--- src/rtl/uart_pkg.sv ---
// uart_pkg: constants and types shared by the UART receive path.
//   UART_DATA_W     - bits per character
//   DEFAULT_*       - default parameter values for the controller and FIFO
//   LINE_IDLE       - level of the idle serial line (start bit is the opposite)
//   rx_state_t      - frame-receiver states
package uart_pkg;

   localparam int UART_DATA_W     = 8;
   localparam int DEFAULT_DIV_W   = 16;
   localparam int DEFAULT_DIV     = 1;
   localparam int DEFAULT_DEPTH   = 4;
   localparam int DEFAULT_TIMEOUT = 1024;

   localparam logic LINE_IDLE = 1'b0;

   typedef enum logic [1:0] {
      RX_IDLE,
      RX_DATA,
      RX_STOP
   } rx_state_t;

endpackage

--- src/rtl/byte_fifo.sv ---
// byte_fifo: circular-buffer FIFO with wrap-bit pointers.
//   clk, rst_n  clock, asynchronous active-low reset (clears contents too)
//   push, wdata write request; accepted when not full, or full with a pop
//   pop         read request; ignored when empty
//   rdata       head entry (combinational)
//   full, empty, level  occupancy status
module byte_fifo
   import uart_pkg::*;
#(
   parameter int DEPTH = DEFAULT_DEPTH,
   parameter int W     = UART_DATA_W
) (
   input  logic                     clk,
   input  logic                     rst_n,
   input  logic                     push,
   input  logic [W-1:0]             wdata,
   input  logic                     pop,
   output logic [W-1:0]             rdata,
   output logic                     full,
   output logic                     empty,
   output logic [$clog2(DEPTH):0]   level
);

   localparam int AW = $clog2(DEPTH);

   logic [AW:0]  wr_ptr;
   logic [AW:0]  rd_ptr;
   logic [W-1:0] mem [DEPTH];
   logic         do_push;
   logic         do_pop;

   assign empty   = (wr_ptr == rd_ptr);
   assign full    = (wr_ptr[AW-1:0] == rd_ptr[AW-1:0]) && (wr_ptr[AW] != rd_ptr[AW]);
   assign do_pop  = pop & ~empty;
   // When full, a simultaneous pop frees the slot being written.
   assign do_push = push & (~full | do_pop);
   assign level   = wr_ptr - rd_ptr;
   assign rdata   = mem[rd_ptr[AW-1:0]];

   always_ff @(posedge clk or negedge rst_n) begin
      if (!rst_n) begin
         wr_ptr <= '0;
         rd_ptr <= '0;
         for (int unsigned i = 0; i < DEPTH; i++) mem[i] <= '0;
      end else begin
         if (do_push) begin
            mem[wr_ptr[AW-1:0]] <= wdata;
            wr_ptr              <= wr_ptr + 1'b1;
         end
         if (do_pop) rd_ptr <= rd_ptr + 1'b1;
      end
   end

endmodule

--- src/rtl/uart_rx.sv ---
// uart_rx: frame receiver. One bit is sampled per rising edge of samp_clk,
// detected synchronously in the ref_clk domain.
//   ref_clk  in   system clock
//   samp_clk in   sample clock (one bit period per samp_clk period)
//   reset    in   asynchronous, active-high reset
//   in       in   serial line (idle LINE_IDLE, start bit ~LINE_IDLE, LSB first)
//   out      out  last received byte, held while ready=1
//   ready    out  high from a good stop bit until the next start bit
module uart_rx
   import uart_pkg::*;
(
   input  logic                   ref_clk,
   input  logic                   samp_clk,
   input  logic                   reset,
   input  logic                   in,
   output logic [UART_DATA_W-1:0] out,
   output logic                   ready
);

   rx_state_t              state;
   logic                   samp_q;
   logic [2:0]             bit_idx;
   logic [UART_DATA_W-1:0] shift;
   logic                   tick;

   assign tick = samp_clk & ~samp_q;

   always_ff @(posedge ref_clk or posedge reset) begin
      if (reset) begin
         state   <= RX_IDLE;
         samp_q  <= 1'b0;
         bit_idx <= '0;
         shift   <= '0;
         out     <= '0;
         ready   <= 1'b0;
      end else begin
         samp_q <= samp_clk;
         if (tick) begin
            case (state)
               RX_IDLE: begin
                  if (in != LINE_IDLE) begin
                     state   <= RX_DATA;
                     bit_idx <= '0;
                     ready   <= 1'b0;
                  end
               end
               RX_DATA: begin
                  shift   <= {in, shift[UART_DATA_W-1:1]};
                  bit_idx <= bit_idx + 3'd1;
                  if (bit_idx == 3'd7) state <= RX_STOP;
               end
               RX_STOP: begin
                  // A bad stop bit silently discards the frame.
                  if (in == LINE_IDLE) begin
                     out   <= shift;
                     ready <= 1'b1;
                  end
                  state <= RX_IDLE;
               end
               default: state <= RX_IDLE;
            endcase
         end
      end
   end

endmodule

--- src/rtl/uart_rx_ctrl.sv ---
// uart_rx_ctrl: receive-side controller around one uart_rx.
//   ref_clk      in   system clock
//   reset        in   asynchronous, active-low reset
//   rx_enable    in   1 = receiver runs, 0 = uart_rx held in reset
//   div          in   samp_clk half-period in ref_clk cycles (0 acts as 1)
//   in           in   serial line
//   out_data     out  FIFO head byte
//   out_valid    out  FIFO not empty
//   out_ack      in   pop head (ignored when out_valid=0)
//   overrun      out  sticky byte-dropped flag
//   overrun_clr  in   clears overrun (a same-cycle new overrun wins)
//   idle_timeout out  one-cycle pulse after TIMEOUT idle cycles following a byte
//   fifo_level   out  stored byte count
module uart_rx_ctrl
   import uart_pkg::*;
#(
   parameter int DIV_W   = DEFAULT_DIV_W,
   parameter int DEPTH   = DEFAULT_DEPTH,
   parameter int TIMEOUT = DEFAULT_TIMEOUT
) (
   input  logic                   ref_clk,
   input  logic                   reset,
   input  logic                   rx_enable,
   input  logic [DIV_W-1:0]       div,
   input  logic                   in,
   output logic [UART_DATA_W-1:0] out_data,
   output logic                   out_valid,
   input  logic                   out_ack,
   output logic                   overrun,
   input  logic                   overrun_clr,
   output logic                   idle_timeout,
   output logic [$clog2(DEPTH):0] fifo_level
);

   localparam int TO_W = (TIMEOUT > 2) ? $clog2(TIMEOUT) : 1;

   logic [DIV_W-1:0]       div_cnt;
   logic [DIV_W-1:0]       div_lat;
   logic [DIV_W-1:0]       div_top;
   logic                   samp_clk;
   logic                   rx_rst;
   logic [UART_DATA_W-1:0] rx_data;
   logic                   rx_ready;
   logic                   ready_r;
   logic                   ready_q;
   logic                   push;
   logic                   full;
   logic                   empty;
   logic [TO_W-1:0]        to_cnt;
   logic                   armed;

   // Divisor is latched at each wrap so a change never shortens a half-period in flight.
   assign div_top = (div_lat == '0) ? '0 : div_lat - DIV_W'(1);

   always_ff @(posedge ref_clk or negedge reset) begin
      if (!reset) begin
         div_cnt  <= '0;
         div_lat  <= '0;
         samp_clk <= 1'b0;
      end else if (div_cnt == div_top) begin
         div_cnt  <= '0;
         div_lat  <= div;
         samp_clk <= ~samp_clk;
      end else begin
         div_cnt <= div_cnt + DIV_W'(1);
      end
   end

   assign rx_rst = ~reset | ~rx_enable;

   uart_rx u_rx (
      .ref_clk  (ref_clk),
      .samp_clk (samp_clk),
      .reset    (rx_rst),
      .in       (in),
      .out      (rx_data),
      .ready    (rx_ready)
   );

   always_ff @(posedge ref_clk or negedge reset) begin
      if (!reset) begin
         ready_r <= 1'b0;
         ready_q <= 1'b0;
      end else begin
         ready_r <= rx_ready;
         ready_q <= ready_r;
      end
   end

   assign push = ready_r & ~ready_q;

   byte_fifo #(
      .DEPTH (DEPTH),
      .W     (UART_DATA_W)
   ) u_fifo (
      .clk   (ref_clk),
      .rst_n (reset),
      .push  (push),
      .wdata (rx_data),
      .pop   (out_ack),
      .rdata (out_data),
      .full  (full),
      .empty (empty),
      .level (fifo_level)
   );

   assign out_valid = ~empty;

   always_ff @(posedge ref_clk or negedge reset) begin
      if (!reset) begin
         overrun <= 1'b0;
      end else if (push && full && !out_ack) begin
         overrun <= 1'b1;
      end else if (overrun_clr) begin
         overrun <= 1'b0;
      end
   end

   // Pulse is registered on the edge where the count reaches TIMEOUT-1,
   // so it is visible TIMEOUT cycles after the push cycle.
   always_ff @(posedge ref_clk or negedge reset) begin
      if (!reset) begin
         to_cnt       <= '0;
         armed        <= 1'b0;
         idle_timeout <= 1'b0;
      end else begin
         idle_timeout <= 1'b0;
         if (push) begin
            to_cnt <= '0;
            armed  <= 1'b1;
         end else if (armed && rx_enable) begin
            if (in != LINE_IDLE) begin
               to_cnt <= '0;
            end else if (to_cnt == TO_W'(TIMEOUT - 2)) begin
               to_cnt       <= to_cnt + TO_W'(1);
               idle_timeout <= 1'b1;
               armed        <= 1'b0;
            end else begin
               to_cnt <= to_cnt + TO_W'(1);
            end
         end
      end
   end

endmodule

--- config.mk ---
export PLATFORM = sky130hd
export DESIGN_NAME = uart_rx_ctrl
export DESIGN_NICKNAME = d
export VERILOG_FILES = /design/src/rtl/uart_pkg.sv /design/src/rtl/byte_fifo.sv /design/src/rtl/uart_rx.sv /design/src/rtl/uart_rx_ctrl.sv
export SDC_FILE = /design/constraint.sdc
export NUM_CORES = 1
export LEC_CHECK = 0
export CAP_MARGIN = 25
export CORE_MARGIN = 2
export CORE_UTILIZATION = 54
export DETAILED_ROUTE_END_ITERATION = 7
export PLACE_DENSITY = 0.77
export SLEW_MARGIN = 20
export SYNTH_ARGS = -nofsm -noshare
export SYNTH_HDL_FRONTEND = slang
export SYNTH_HIERARCHICAL = 1
export SYNTH_SLANG_ARGS = --single-unit
--- constraint.sdc ---
create_clock -name ref_clk -period 3.09 [get_ports ref_clk]
set_clock_uncertainty 0.1 [all_clocks]
set_input_delay 0.309 -clock ref_clk [delete_from_list [all_inputs] [get_ports ref_clk]]
set_output_delay 0.309 -clock ref_clk [all_outputs]
set_load 0.005 [all_outputs]
==> results.toml, run 1 <==
[setup_path]
cp_cell_sequence = "or4_4 -> nor4_4 -> nand4bb_1 -> xor2_1 -> a221oi_2 -> nand4b_4 -> nor4_4 -> buf_6 -> buf_12 -> mux2_2"
cpPeakStageDelay_ps = 600
worst-path-max-fanout = 8
cp_slowest_cell = "or4_4"
arrival_ps = 3440
endpoint_kind = "register"
required_ps = 3250
crit_top_cell = "nor4_4"
crit_family = "simple AND/OR/NAND/NOR gates"
critPathKind = "register to register"
cp_num_buf_inv = 2
crit_path_start_kind = "register"

[floorplanning]
rows = 37
ios = 36
die_w_um = 106
dieArea_um2 = 11300
core_region_area_um2 = 10300
die_y_um = 106
start_util = 0.552

[logic_synthesis]
synthArstFlopShare = 1.00
ys_seq_elements = 109
synth_top_area_cell = "dfrtp_1"
syn_nets = 509
avgSynthCellArea_um2 = 12.0
ys.flop_type = "dfrtp_1"
ys_seq_area_frac = 0.481
yosysUniqueCellTypes = 69
synth_top_area_frac = 0.481
syn_area_um2 = 5670
synthTopCellsByCount = "dfrtp_1, mux2_2, nor2_1, nand2_1, o21ai_0"
synth-edff-count = 0
syn_inst = 473
yosys.cell_count.top_type = "dfrtp_1"
yosys_warnings = 6
synth.area.top_cells = "dfrtp_1, mux2_2, mux2_1"

[sta]
holdWs_ps = 280
min_period_ps = 3280
layout_setup_ws_ps = -188
slew_headroom = 0.440
max_freq_ghz = 0.305
tns_ps = -3080
rsz0062_at_grt = "true"
setup_violations = 33
tightest_slew_ps = 839
final_hold_viol_count = 0
fin_crit_sh = 1.06
finalMaxSlewViolations = 0

[finish]
diodes = 0
fin_nets = 571
synthToLayoutAreaGrowth_pct = 17.9
postLayoutCellArea_um2 = 6680
final-seq-area_um2 = 2730
num-fill-cells = 763
post_route_cells_drive_above_1_share = 0.270
multiInputGateArea_um2 = 2890

[power]
p_comb_frac = 0.221
clkPwrFrac = 0.265
p_int_w = 0.00212
pwr-share-seq = 0.515
p_leak_nw = 3.00
switching_share = 0.305
vdd_drop_max_mv = 0.289
powerDensity_nw_per_um2 = 457
p_sw_w = 0.000930

[routing]
wire_per_inst_um = 17.0
num_vias = 3873
firstDrtPassIters = 4
drc = 0
drt_wl_total_um = 11500
ant_nets = 0
drt_iter0_drc = 187
vias_per_cell = 5.73

[grt]
grt_util_all_layers = 0.212
overflow = 0
grt_pass1_vias = 4032
grt_max_degree = 46
grt_pass1_wl_um = 19200
grt_antenna_before_repair = 0

[placement]
place_congestion = 0.866
post_dp_cell_area_um2 = 6320
port-buffer-count = 35
dp_hpwl_um = 8000

[clock_tree]
clkTransAtPathRegs_ps = 110
cts_buffers = 9
tritoncts = "built"
cts.sinks = 109
cts_root_buf = "clkbuf_8"
clkLatencyLatePin_ps = 370
cts_max_path_buffers = 2
h-tree-depth = 3

[run_status]
status = "finished with violations"
violations = "negative setup slack"

[min_path]
min_path_type = "register to register"

[flow_run]
cap_violations = 0
metal layers:
layer	track usage	vias up	wire length [um]	part of all wire
met2	0.380	74	6000	0.52
met5	0	-	0	0
li1	-	1834	-	-
met4	0.0686	0	176	0.015
met1	0.268	1949	5010	0.43
met3	0.0270	16	326	0.028
power by group through the flow:
stage               Sequential (W)  Clock, W  Combinational, W
floorplan                  0.00157         0          0.000423
global placement           0.00159         0          0.000632
detailed placement         0.00160         0          0.000663
CTS                        0.00157  0.000826          0.000669
global route               0.00159  0.000873          0.000736
finish                     0.00157  0.000809          0.000675
through the flow:
| stage | setup slack (ps) | total power, W | instances | utilization |
|---|---|---|---|---|
| 6_report | -188 | 0.00306 | 676 | 0.650 |
| 3_3_place_gp | -69.1 | 0.00223 | 653 | 0.615 |
| 3_5_place_dp | -151 | 0.00226 | 653 | 0.615 |
| 2_1_floorplan | -64.0 | 0.00199 | 473 | - |
| 5_1_grt | -340 | 0.00319 | 676 | 0.650 |
| 4_1_cts | -82.3 | 0.00307 | 670 | 0.635 |
cell families (layout without fill, tap and decap cells):
group / count (synthesis) / in the layout / share of synthesized area
compound gates: 71 / 71 / 0.0889
fa+ha+maj: 14 / 14 / 0.0322
xor+xnor: 36 / 36 / 0.0589
mux: 77 / 77 / 0.169
flops: 109 / 109 / 0.481
buf+inv: 36 / 103 / 0.0289
simple gates: 130 / 130 / 0.141
placed cells by master (no fill, tap or decap), types with 9 or more instances in the layout:
| cell | Yosys | layout |
|---|---|---|
| inv_1 | 18 | 18 |
| clkdlybuf4s50_1 | 0 | 34 |
| dfrtp_1 | 109 | 109 |
| nand3_1 | 16 | 16 |
| nand2_1 | 22 | 22 |
| mux2_4 | 1 | 15 |
| xnor2_1 | 19 | 18 |
| buf_4 | 2 | 30 |
| ha_1 | 13 | 12 |
| a21oi_1 | 16 | 16 |
| xor2_1 | 16 | 16 |
| clkbuf_8 | 0 | 9 |
| mux2_2 | 48 | 45 |
| o21ai_0 | 22 | 22 |
| nor2_1 | 31 | 31 |
registers in the layout, indices dropped and copies added, names as in the netlist, 8 cells and up:
name,flops
u_fifo/mem,32
div_cnt,16
div_lat,16
to_cnt,10
u_rx/out,8
u_rx/shift,8
timing repair:
action | CTS | global route
endpoints found under the hold margin | 85 | 0
gates cloned | 0 | 1
pin swaps | 0 | 7
buffers inserted | 0 | 5
gates resized for setup | 3 | 22
hold buffers | 1 | 0
endpoints found under the setup margin | 25 | 33
final cells by class:
cell class,count,share of cell area
clock inverters,5,0.00674
inverters,18,0.0101
multi-input cells,328,0.432
clock buffers,11,0.0197
repair buffers,69,0.0975
flip-flops and latches,109,0.408
well taps,136,0.0255
worst register-to-register path, stage by stage, from the launching register on:
cell	delay [ps]
dfrtp_1	430
or4_4	600
nor4_4	310
nand4bb_1	230
xor2_1	200
a221oi_2	290
nand4b_4	140
nor4_4	240
buf_6	160
buf_12	140
mux2_2	340
final timing paths:
| check | endpoint | slack [ps] | from | depth (start not counted) |
|---|---|---|---|---|
| max | div_lat[1]$_DFFE_PN0N_ | -190 | div_lat[0]$_DFFE_PN0N_ | 10 |
| max in group asynchronous | u_rx/shift[4]$_DFFE_PP0P_ | 1730 | reset | 4 |
| min | ready_q$_DFF_PN0_ | 280 | ready_r$_DFF_PN0_ | 0 |
| min reg2reg | ready_q$_DFF_PN0_ | 280 | ready_r$_DFF_PN0_ | 0 |
| max reg2reg | div_lat[1]$_DFFE_PN0N_ | -190 | div_lat[0]$_DFFE_PN0N_ | 10 |
| min in group asynchronous | div_cnt[3]$_DFF_PN0_ | 510 | reset | 3 |
Note: power is estimated with default switching activity, not from simulation.
==> inputs of run 2 (changes only) <==
Settings changed: CORE_ASPECT_RATIO from default to 0.5, CTS_CLUSTER_DIAMETER from default to 200.
==> run 2 against run 1 <==
The run still ends with negative setup slack left. Setup slack gained 62 ps. Critical path depth grew 1. Worst hold slack lost 11 ps. Maximum frequency grew 1.9%. Global-route usage shrank 1.1 points. Non-clock buffer count grew 3. Clock power grew 48%. Combinational power shrank 4.1%. First-iteration DRC count shrank 10%. Critical path type unchanged. Largest power group unchanged.
==> results.toml, run 2 (same netlist as run 1, synthesis figures left out) <==
[setup_path]
required_ps = 3230
r2r_slack_ps = -130
r2r_cells = 11
crit_path_start_kind = "register"
endpoint_kind = "register"
worst-path-max-fanout = 6
arrival_ps = 3350
critPathKind = "register to register"

[finish]
largest_reg_flops = 32
fin_nets = 574
synthToLayoutAreaGrowth_pct = 23.5
final_common_cell = "dfrtp_1"
num-fill-cells = 755
top_regs = "u_fifo/mem: 32 flops, div_cnt: 16 flops, div_lat: 16 flops"
final_cell_mix = "dfrtp_1, mux2_2, clkdlybuf4s50_1"
diodes = 0
utilization = 0.686
largest-register = "u_fifo/mem"
post_route_cells_drive_above_1_share = 0.313

[sta]
final_hold_viol_count = 0
tightest_slew_ps = 862
layout_setup_ws_ps = -126
slew_headroom = 0.424
rsz0062_at_grt = "true"
max_freq_ghz = 0.311
finalMaxSlewViolations = 0
min_period_ps = 3220
setup_violations = 33
fin_crit_sh = 1.04

[min_path]
hold_depth = 0
min_path_type = "register to register"

[placement]
dp_hpwl_um = 7520
place_congestion = 0.866
port-buffer-count = 35

[grt]
grt_util_all_layers = 0.202
grt_antenna_before_repair = 0
overflow = 0
grt_max_degree = 47
grt_pass1_vias = 3794
grt_pass1_wl_um = 18300

[power]
powerDensity_nw_per_um2 = 493
vdd_drop_max_mv = 0.296
p_leak_nw = 3.08
power_w = 0.00345

[clock_tree]
tritoncts = "built"
cts_buffers = 9
h-tree-depth = 3
cts.sinks = 109
cts_max_path_buffers = 2
clkLatencyLatePin_ps = 350
cts_root_buf = "clkbuf_16"
clkTransAtPathRegs_ps = 70

[floorplanning]
rows = 26
dieArea_um2 = 11400
ios = 36
core_region_area_um2 = 10200
die_y_um = 76.5
die_w_um = 149
start_util = 0.555

[routing]
wire_per_inst_um = 17.2
ant_nets = 0
drt_iter0_drc = 168
drt_wl_total_um = 11800
firstDrtPassIters = 4
vias_per_cell = 5.74
num_vias = 3918
drc = 0

[run_status]
status = "finished with violations"
violations = "negative setup slack"

[flow_run]
cap_violations = 0
## run 2: cell count changes in the layout (fill, tap and decap cells not counted), moves of 2 or more
cell and change:
nor2_1 -15, clkbuf_1 -2, clkbuf_8 -9, mux2_2 +3, clkbuf_16 +11, inv_8 +2
mux2_4 -3, nor4_2 +2, buf_8 +2, clkinv_4 -2, nor2_4 +14
## run 2: area by class of cell
class | count | area, um2 | share of cell area
Clock inverter | 7 | 86.3 | 0.0123
Clock buffer | 9 | 225 | 0.0322
Timing Repair Buffer | 72 | 724 | 0.103
Multi-Input combinational cell | 328 | 3000 | 0.428
Tap cell | 140 | 175 | 0.0250
Sequential cell | 109 | 2730 | 0.389
Inverter | 18 | 67.6 | 0.00965
## run 2: path summary, 6_finish.rpt
kind                                                    to              startpoint
max in group asynchronous        u_rx/shift[1]$_DFFE_PP0P_                   reset
min in group asynchronous       u_fifo/mem[25]$_DFFE_PN0P_                   reset
worst min-delay path                     ready_q$_DFF_PN0_       ready_r$_DFF_PN0_
worst min register to register           ready_q$_DFF_PN0_       ready_r$_DFF_PN0_
worst max-delay path                div_lat[9]$_DFFE_PN0N_  div_lat[1]$_DFFE_PN0N_
worst max register to register      div_lat[9]$_DFFE_PN0N_  div_lat[1]$_DFFE_PN0N_
## run 2: per-stage QoR
step | hold slack, ps | cell area, um2 | setup slack (ps) | instances | setup TNS (ps)
after floorplan | -86.6 | 5680 | -64.0 | 473 | -744
after global placement | 245 | 6320 | -8.09 | 657 | -21.9
after detailed placement | 250 | 6320 | -111 | 657 | -2260
after CTS | 272 | 6660 | -62.1 | 674 | -772
after global routing | 288 | 7000 | -291 | 683 | -7990
final | 270 | 7000 | -126 | 683 | -2360
## run 2: critical path, stage by stage, from the launching register on
cell	delay (ps)
dfrtp_1	410
or4_4	550
buf_8	150
nor4_2	290
xnor2_1	250
nand3_1	130
o32ai_1	140
a21oi_1	150
nor4_4	300
buf_4	180
buf_8	150
mux2_4	300
## run 2: layer usage
| layer | wire [um] | share of wire | GRT usage |
|---|---|---|---|
| met3 | 336 | 0.029 | 0.0461 |
| met1 | 5280 | 0.45 | 0.262 |
| met4 | 194 | 0.017 | 0.0590 |
| met2 | 5940 | 0.51 | 0.341 |
| met5 | 0 | 0 | 0 |
## run 2: what timing repair did
item / in CTS / in global routing
pin swaps: 0 / 13
setup buffers: 0 / 5
setup endpoints to repair: 33 / 33
cloned: 0 / 4
hold buffers: 1 / 0
resized for setup: 4 / 55
endpoints found under the hold margin: 44 / 0
## run 2: power by group
part | leakage, nW | switching (W) | internal (W)
logic | 1.49 | 0.000309 | 0.000339
clock network | 0.156 | 0.000551 | 0.000651
registers | 1.44 | 0.000120 | 0.00148
